--- src/rtl/shift_pkg.sv ---
// Shared types and constants for the shared-shifter arbiter.
// The request struct carries the widest supported tag; users take the low TAG_W bits.
package shift_pkg;

  localparam int XLEN      = 32;
  localparam int SHAMT_W   = 5;
  localparam int TAG_MAX_W = 16;

  typedef enum logic [1:0] {
    SH_SLL = 2'b00,
    SH_SRL = 2'b01,
    SH_SRA = 2'b10,
    SH_RSV = 2'b11
  } shift_op_e;

  typedef struct packed {
    shift_op_e              op;
    logic [XLEN-1:0]        a;
    logic [XLEN-1:0]        b;
    logic [TAG_MAX_W-1:0]   tag;
  } shift_req_t;

  function automatic logic [XLEN-1:0] bit_rev(input logic [XLEN-1:0] v);
    logic [XLEN-1:0] r;
    for (int i = 0; i < XLEN; i++) begin
      r[i] = v[XLEN-1-i];
    end
    return r;
  endfunction

endpackage

--- src/rtl/shifter_32.sv ---
// Combinational 32-bit log shifter (16/8/4/2/1 stages) for SLL/SRL/SRA.
// Left shifts reuse the right-shift network by reversing the operand and the result.
module shifter_32
  import shift_pkg::*;
(
  input  shift_op_e          op,
  input  logic [XLEN-1:0]    a,
  input  logic [SHAMT_W-1:0] shamt,
  output logic [XLEN-1:0]    y
);

  logic            left;
  logic            fill;
  logic [XLEN-1:0] src;
  logic [XLEN-1:0] s16;
  logic [XLEN-1:0] s8;
  logic [XLEN-1:0] s4;
  logic [XLEN-1:0] s2;
  logic [XLEN-1:0] s1;

  // The reserved encoding falls through as a logical right shift.
  assign left = (op == SH_SLL);
  assign fill = (op == SH_SRA) & a[XLEN-1];
  assign src  = left ? bit_rev(a) : a;

  assign s16 = shamt[4] ? {{16{fill}}, src[XLEN-1:16]} : src;
  assign s8  = shamt[3] ? {{8{fill}},  s16[XLEN-1:8]}  : s16;
  assign s4  = shamt[2] ? {{4{fill}},  s8[XLEN-1:4]}   : s8;
  assign s2  = shamt[1] ? {{2{fill}},  s4[XLEN-1:2]}   : s4;
  assign s1  = shamt[0] ? {fill,       s2[XLEN-1:1]}   : s2;

  assign y = left ? bit_rev(s1) : s1;

endmodule

--- src/rtl/shift_arbiter.sv ---
// Two-port arbiter sharing one shifter, with a single registered result slot.
// state | meaning: ST_EMPTY | result slot empty ; ST_FULL | slot holds a result (o_rsp_valid)
module shift_arbiter
  import shift_pkg::*;
#(
  parameter int TAG_W = 4,
  parameter bit FAIR  = 1'b1
) (
  input  logic                  i_clk,
  input  logic                  i_rst_n,
  input  logic [1:0]            i_req_valid,
  output logic [1:0]            o_req_ready,
  input  logic [1:0][1:0]       i_req_op,
  input  logic [1:0][XLEN-1:0]  i_req_a,
  input  logic [1:0][XLEN-1:0]  i_req_b,
  input  logic [1:0][TAG_W-1:0] i_req_tag,
  output logic                  o_rsp_valid,
  input  logic                  i_rsp_ready,
  output logic [XLEN-1:0]       o_rsp_data,
  output logic                  o_rsp_id,
  output logic [TAG_W-1:0]      o_rsp_tag,
  output logic                  o_busy
);

  localparam logic [0:0] ST_EMPTY = 1'b0;
  localparam logic [0:0] ST_FULL  = 1'b1;

  logic [0:0]      state;
  logic [0:0]      state_nxt;
  logic            rr_ptr;
  logic            slot_free;
  logic [1:0]      gnt;
  logic            win_id;
  shift_req_t      win_req;
  logic [XLEN-1:0] shift_y;
  logic            unused_bits;

  assign o_rsp_valid = (state == ST_FULL);
  assign slot_free   = !o_rsp_valid || i_rsp_ready;

  // Grant is held off during reset so nothing is accepted into a slot being cleared.
  always_comb begin
    gnt = 2'b00;
    if (i_rst_n && slot_free) begin
      unique case (i_req_valid)
        2'b01:   gnt = 2'b01;
        2'b10:   gnt = 2'b10;
        2'b11:   gnt = (FAIR && rr_ptr) ? 2'b10 : 2'b01;
        default: gnt = 2'b00;
      endcase
    end
  end

  assign o_req_ready = gnt;
  assign win_id      = gnt[1];

  always_comb begin
    win_req                  = '0;
    win_req.op               = shift_op_e'(i_req_op[win_id]);
    win_req.a                = i_req_a[win_id];
    win_req.b                = i_req_b[win_id];
    win_req.tag[TAG_W-1:0]   = i_req_tag[win_id];
  end

  assign unused_bits = ^{win_req.b[XLEN-1:SHAMT_W], win_req.tag};

  shifter_32 u_shifter (
    .op    (win_req.op),
    .a     (win_req.a),
    .shamt (win_req.b[SHAMT_W-1:0]),
    .y     (shift_y)
  );

  always_comb begin
    state_nxt = state;
    unique case (state)
      ST_EMPTY: if (|gnt) state_nxt = ST_FULL;
      ST_FULL:  if (i_rsp_ready && !(|gnt)) state_nxt = ST_EMPTY;
      default:  state_nxt = ST_EMPTY;
    endcase
  end

  always_ff @(posedge i_clk or negedge i_rst_n) begin
    if (!i_rst_n) begin
      state      <= ST_EMPTY;
      rr_ptr     <= 1'b0;
      o_rsp_data <= '0;
      o_rsp_id   <= 1'b0;
      o_rsp_tag  <= '0;
    end else begin
      state <= state_nxt;
      if (|gnt) begin
        o_rsp_data <= shift_y;
        o_rsp_id   <= win_id;
        o_rsp_tag  <= win_req.tag[TAG_W-1:0];
        rr_ptr     <= ~win_id;
      end
    end
  end

  assign o_busy = o_rsp_valid || (|i_req_valid);

  // Requesters must hold valid and payload steady until accepted.
  for (genvar n = 0; n < 2; n++) begin : g_hold
    assert property (@(posedge i_clk) disable iff (!i_rst_n)
      (i_req_valid[n] && !o_req_ready[n]) |=>
        (i_req_valid[n] && $stable(i_req_op[n]) && $stable(i_req_a[n]) &&
         $stable(i_req_b[n]) && $stable(i_req_tag[n])));
  end

  assert property (@(posedge i_clk) disable iff (!i_rst_n) $onehot0(o_req_ready));

endmodule
--- config.mk ---
export PLATFORM = sky130hd
export DESIGN_NAME = shift_arbiter
export DESIGN_NICKNAME = d
export VERILOG_FILES = /design/src/rtl/shift_pkg.sv /design/src/rtl/shifter_32.sv /design/src/rtl/shift_arbiter.sv
export SDC_FILE = /design/constraint.sdc
export NUM_CORES = 1
export LEC_CHECK = 0
export BUFFER_PORTS_ARGS = -buffer_cell sky130_fd_sc_hd__buf_2
export CORE_MARGIN = 2
export CORE_UTILIZATION = 30
export CTS_CLUSTER_SIZE = 20
export DETAILED_ROUTE_END_ITERATION = 6
export GPL_TIMING_DRIVEN = 0
export SLEW_MARGIN = 20
export SYNTH_ARGS = -nofsm -noshare
export SYNTH_HDL_FRONTEND = slang
export SYNTH_SLANG_ARGS = --single-unit
--- constraint.sdc ---
create_clock -name i_clk -period 3.85 [get_ports i_clk]
set_clock_uncertainty 0.1 [all_clocks]
set_input_delay 0.385 -clock i_clk [delete_from_list [all_inputs] [get_ports i_clk]]
set_output_delay 0.385 -clock i_clk [all_outputs]
set_load 0.01 [all_outputs]
### Word level (Yosys, flattened, before mapping)

Cells that the tools add are included.

| storage, ports and cells | value |
|---|---|
| register bits after elaboration | 39 |
| bits of input ports | 145 |
| word-level logic and storage cells | 43 |

| cells by class | value |
|---|---|
| $lt $le $gt $ge | 1 |
| equality and inequality tests | 4 |
| multiplexer cells | 21 |
| bitwise gates (word level) | 3 |
| reduce and logical (&&, ||, !) cells | 9 |

Operator list:

| kind | number |
|---|---|
| $mux 32 | 9 |
| $mux 5 | 2 |
| $mux 2 | 4 |
| $mux 4 | 2 |
| $eq 2x2->1 const B | 3 |
| $pmux 2 s3 | 1 |
| $reduce_or 2->1 | 2 |
| $eq 2x1->1 const B | 1 |
| $logic_and 1x1->1 | 2 |
| $logic_not 1->1 | 2 |
| $logic_not 2->1 | 1 |
| $logic_or 1x1->1 | 2 |
| $lt 1x2->1 const B | 1 |
| $mux 1 | 2 |
| $not 1->1 | 2 |
| $pmux 1 s2 | 1 |
| $and 1x1->1 | 1 |

### Depth between registers and ports, before layout

| logic depth | value |
|---|---|
| depth in word-level cells | 14 |
| gate-level depth with buffers | 13 |
| depth with buffers taken out | 9 |

### By module

Synthesis repeated with hierarchy kept, for this count alone.

| unflattened totals | value |
|---|---|
| cell total of the unflattened synthesis | 584 |
| area, all modules | 5441.5 um^2 |

By module, submodules not included:

| module | times used | cells an instance | area each (um^2) |
|---|---|---|---|
| shifter_32 | 1 | 440 | 3398.3 |
| shift_arbiter | 1 | 144 | 2043.2 |

### Worst setup path before layout

OpenSTA, ideal clock, no wires.

| timing | value |
|---|---|
| kind | reg-to-reg |
| from | register state (netlist: o_rsp_valid) |
| to | register o_rsp_data[20] |
| library setup time | 0.126 ns |
| data arrival time | 2.616 ns |
| required time | 3.624 ns |
| slack | 1.008 ns |
| cell stages (with the launch flop) | 10 |
| path buffers | 1 |
| clock period less this slack | 2.842 ns |
| cell sequence | dfrtp_1 -> nand2b_1 -> nand4_4 -> inv_4 -> mux2i_2 -> buf_2 -> mux2_2 -> a211oi_1 -> a221oi_1 -> a221o_1 |

| between the ends | value |
|---|---|
| cells in the longest elaborated chain, start to end | 14 |
| elaborated cells between the ends (all ways) | 21 |

RTL lines:

| what | RTL line | RTL |
|---|---|---|
| start: declaration | shift_arbiter.sv:28 | `logic [0:0] state;` |
| start signal: assignment | shift_arbiter.sv:91 | `state <= state_nxt;` |
| $logic_not 1->1 (*) | shift_arbiter.sv:39 | `assign slot_free = !o_rsp_valid \|\| i_rsp_ready;` |
| $logic_or 1x1->1 (*) | shift_arbiter.sv:39 |  |
| $logic_and 1x1->1 (*) | shift_arbiter.sv:44 | `if (i_rst_n && slot_free) begin` |
| $mux 2 (*) | shift_arbiter.sv:44 |  |
| $mux 2 (implied by the code) (2 in series) | shift_arbiter.sv:59 | `win_req.op = shift_op_e'(i_req_op[win_id]);` |
| $eq 2x2->1 / $logic_not 2->1 (equally long branches) | shifter_32.sv:23, shifter_32.sv:22 |  |
| $and 1x1->1 / $mux 32 (equally long branches) | shifter_32.sv:23, shifter_32.sv:24 |  |
| $mux 32 | shifter_32.sv:26 | `assign s16 = shamt[4] ? {{16{fill}}, src[XLEN-1:16]} : src;` |
| $mux 32 | shifter_32.sv:27 | `assign s8 = shamt[3] ? {{8{fill}}, s16[XLEN-1:8]} : s16;` |
| $mux 32 | shifter_32.sv:28 | `assign s4 = shamt[2] ? {{4{fill}}, s8[XLEN-1:4]} : s8;` |
| $mux 32 | shifter_32.sv:29 | `assign s2 = shamt[1] ? {{2{fill}}, s4[XLEN-1:2]} : s4;` |
| $mux 32 | shifter_32.sv:30 | `assign s1 = shamt[0] ? {fill, s2[XLEN-1:1]} : s2;` |
| $mux 32 | shifter_32.sv:32 | `assign y = left ? bit_rev(s1) : s1;` |
| end signal: assignment | shift_arbiter.sv:93 | `o_rsp_data <= shift_y;` |
| end: declaration | shift_arbiter.sv:19 | `output logic [XLEN-1:0] o_rsp_data,` |

Every way passes the cells marked *; elsewhere a longest branch is shown, timed or not. The select of a mux whose other input is x is not followed.
A chain may end at the register's enable or synchronous reset.

### Worst setup path after layout

| timing | value |
|---|---|
| from | register state (netlist: o_rsp_valid) |
| to | register o_rsp_data[8] |

The elaborated chain is that of the path after synthesis.

==> results.toml <==
[run_status]
run_status = "finished with violations"
violations = "negative hold slack"

[drt]
drc = 0
dr.pass1.iters = 6
drtIter0Drc = 614
wl_met1_um = 9885
wl_per_cell_um = 22.90
ant_nets = 0
vias = 6094
vias_per_cell = 6.187
top_layer_used = "met4"
dr_wl_met2_um = 10090
wirelength_um = 22550
wl_met3_um = 1749

[global_routing]
grt_pass1_vias = 6012
grt_max_degree = 44
antenna_found_initial = 0
grt_pass1_wl_um = 34690
track_usage = 0.2292
overflow = 0

[finish]
utilization = 0.3664
fin_nets = 900
design_area_um2 = 6536
n_antenna_cell = 0
fillers = 1874
area_growth_pct = 20.98
fin_cells = 985
drive_gt1_frac = 0.3108

[floorplanning]
core_um2 = 17840
start_util = 0.3028
io_pins = 186
die_y_um = 138.2
rows = 49
die_x_um = 138.2
dieArea_um2 = 19100

[placed_design]
portBuffers = 131
dp.cells = 976
place_congestion = 0.9817
placedInstanceArea_um2 = 6345
dp_hpwl_um = 18360
pre_cts_ws_ns = -0.5299

[min_path]
hold_path_class = "in2async"

[power_and_ir_drop]
p_per_area_nw_per_um2 = 340.5
ir_worst_vdd_v = 0.0001920
leakagePower_nw = 2.865
power_mw = 2.226

[yosys]
avgSynthCellArea_um2 = 8.771
yosys-mux-area-fraction = 0.3147
synth-simple-area-share = 0.1466
async_flop_share = 1.000
synthXorXnorAreaFrac = 0
synth_compound_area_frac = 0.2997
synth_top_area_frac = 0.1806
synthDistinctLibCells = 74
syn-instance-count = 616
synth_adder_area_share = 0
yosys_warnings = 0
yosys-top-cells-area = "dfrtp_1 (18%), mux2i_1 (16%), mux4_2 (8.3%)"
synth_seq_area_share = 0.1806
syn_area_um2 = 5403
yosysTopAreaCell = "dfrtp_1"
synth_ff_type = "dfrtp_1"
synth_top_family_by_area = "multiplexers"
synth_nets = 761
synth-seq-cells = 39
synth_edf_count = 0

[worst_setup_path]
start_kind = "register"
r2r_start = "o_rsp_valid$_DFF_PN0_"
critPathKind = "reg2reg"
crit_fanout = 10
regToRegSetupSlack_ns = 0.35
cp-startpoint = "o_rsp_valid$_DFF_PN0_"
arrival_ns = 3.56
reg2regPathDepth = 10
reg2reg_to = "o_rsp_data[8]$_DFFE_PN0P_"
crit_required_ns = 3.91
cp-end-kind = "register"
critPathCapture = "o_rsp_data[8]$_DFFE_PN0P_"

[clock_network]
cts_tree = "built"
clkTransAtPathRegs_ns = 0.06
htreeDepth = 2
post_cts_buffers = 0
cts_root_buffer = "clkbuf_16"
clock_sinks = 39
clk_path_buf_depth = 2
clock_latency_ns = 0.28
cts_buffers = 5

[sta]
setup_viol = 0
slew_viol_final = 0
max_freq_ghz = 0.2856
holdWs_ns = -0.01706
tightest_slew_ns = 0.9337
hold_violations = 39
relSlewSlack = 0.3718
period_needed_ns = 3.501
setup_tns_ns = 0
setup_ws_ns = 0.3486
min_period_over_period = 0.9094
rsz0062_at_grt = "false"

[job]
cap_violations = 0
per-layer routing:
| metal | track usage | vias up |
|---|---|---|
| met2 | 0.3622 | 318 |
| met5 | 0 | - |
| met4 | 0.08378 | 0 |
| met1 | 0.3119 | 2936 |
| met3 | 0.04538 | 62 |
| li1 | - | 2778 |
cell usage in the layout, fill, tap and decap left out, types with 18 or more instances in the layout:
cell type  Yosys  layout
nand2_1       63      63
mux4_2        20      20
nor2_1        46      46
buf_2         25     155
clkbuf_1      17      18
mux2_2        22      22
mux2i_1       84      84
dfrtp_1       39      39
cells in the mapped netlist, drive strengths merged, types with 8 or more instances:
| library cell | n |
|---|---|
| buf | 37 |
| mux2i | 88 |
| nand2 | 63 |
| mux2 | 30 |
| inv | 8 |
| o32ai | 17 |
| o211a | 16 |
| a211oi | 17 |
| a31oi | 12 |
| mux4 | 20 |
| a21oi | 17 |
| a22oi | 10 |
| dfrtp | 39 |
| o21ai | 31 |
| nor2 | 48 |
| o211ai | 15 |
| clkbuf | 17 |
| nand3 | 12 |
| nor3 | 14 |
layout make-up:
cell class	count	area, um2	area share
multi-input combinational	515	4113	0.6292
sequential	39	975.9	0.1493
inverter	8	32.53	0.004977
buffer	54	282.8	0.04326
timing repair buffer	132	689.4	0.1055
tap	229	286.5	0.04384
clock buffer	8	156.4	0.02393
cell families after synthesis:
| group | after synthesis |
|---|---|
| buf+inv | 62 |
| compound gates | 208 |
| mux | 138 |
| simple gates | 169 |
| flops | 39 |
registers in the layout (all words and copies together), names as in the netlist:
name / flops
o_rsp_data: 32
o_rsp_id: 1
o_rsp_tag: 4
o_rsp_valid: 1
rr_ptr: 1
critical path, stage by stage (launching register included):
cell	delay, ns
dfrtp_1	0.38
nand2b_1	0.21
nand4_4	0.25
inv_4	0.17
mux2i_2	0.34
buf_2	0.30
mux2_2	0.39
a2111oi_1	0.67
a211oi_1	0.17
a311oi_1	0.30
nor3_1	0.09
report_power, final:
| group | total [mW] | switching [mW] | leakage [nW] | internal, mW |
|---|---|---|---|---|
| Combinational | 1.22 | 0.736 | 2.32 | 0.481 |
| Sequential | 0.574 | 0.0578 | 0.469 | 0.516 |
| Clock | 0.435 | 0.160 | 0.0772 | 0.276 |
| Total | 2.23 | 0.953 | 2.87 | 1.27 |
how the worst min path moves through the flow:
stage / to / depth (start not counted) / start
floorplan: o_rsp_data[0]$_DFFE_PN0P_ / 0 / i_rst_n
global placement: rr_ptr$_DFFE_PN0P_ / 1 / rr_ptr$_DFFE_PN0P_
detailed placement: rr_ptr$_DFFE_PN0P_ / 1 / rr_ptr$_DFFE_PN0P_
CTS: o_rsp_tag[1]$_DFFE_PN0P_ / 1 / i_rst_n
global route: o_rsp_tag[1]$_DFFE_PN0P_ / 2 / i_rst_n
finish: o_rsp_tag[2]$_DFFE_PN0P_ / 2 / i_rst_n
timing repair:
action,4_1_cts,5_1_grt
resized for setup,1,2
hold buffers,0,1
cloned,0,0
pin swaps,0,0
hold endpoints to repair,0,39
endpoints found under the setup margin,5,3
No activity file was read; power rests on OpenSTA's default activity.
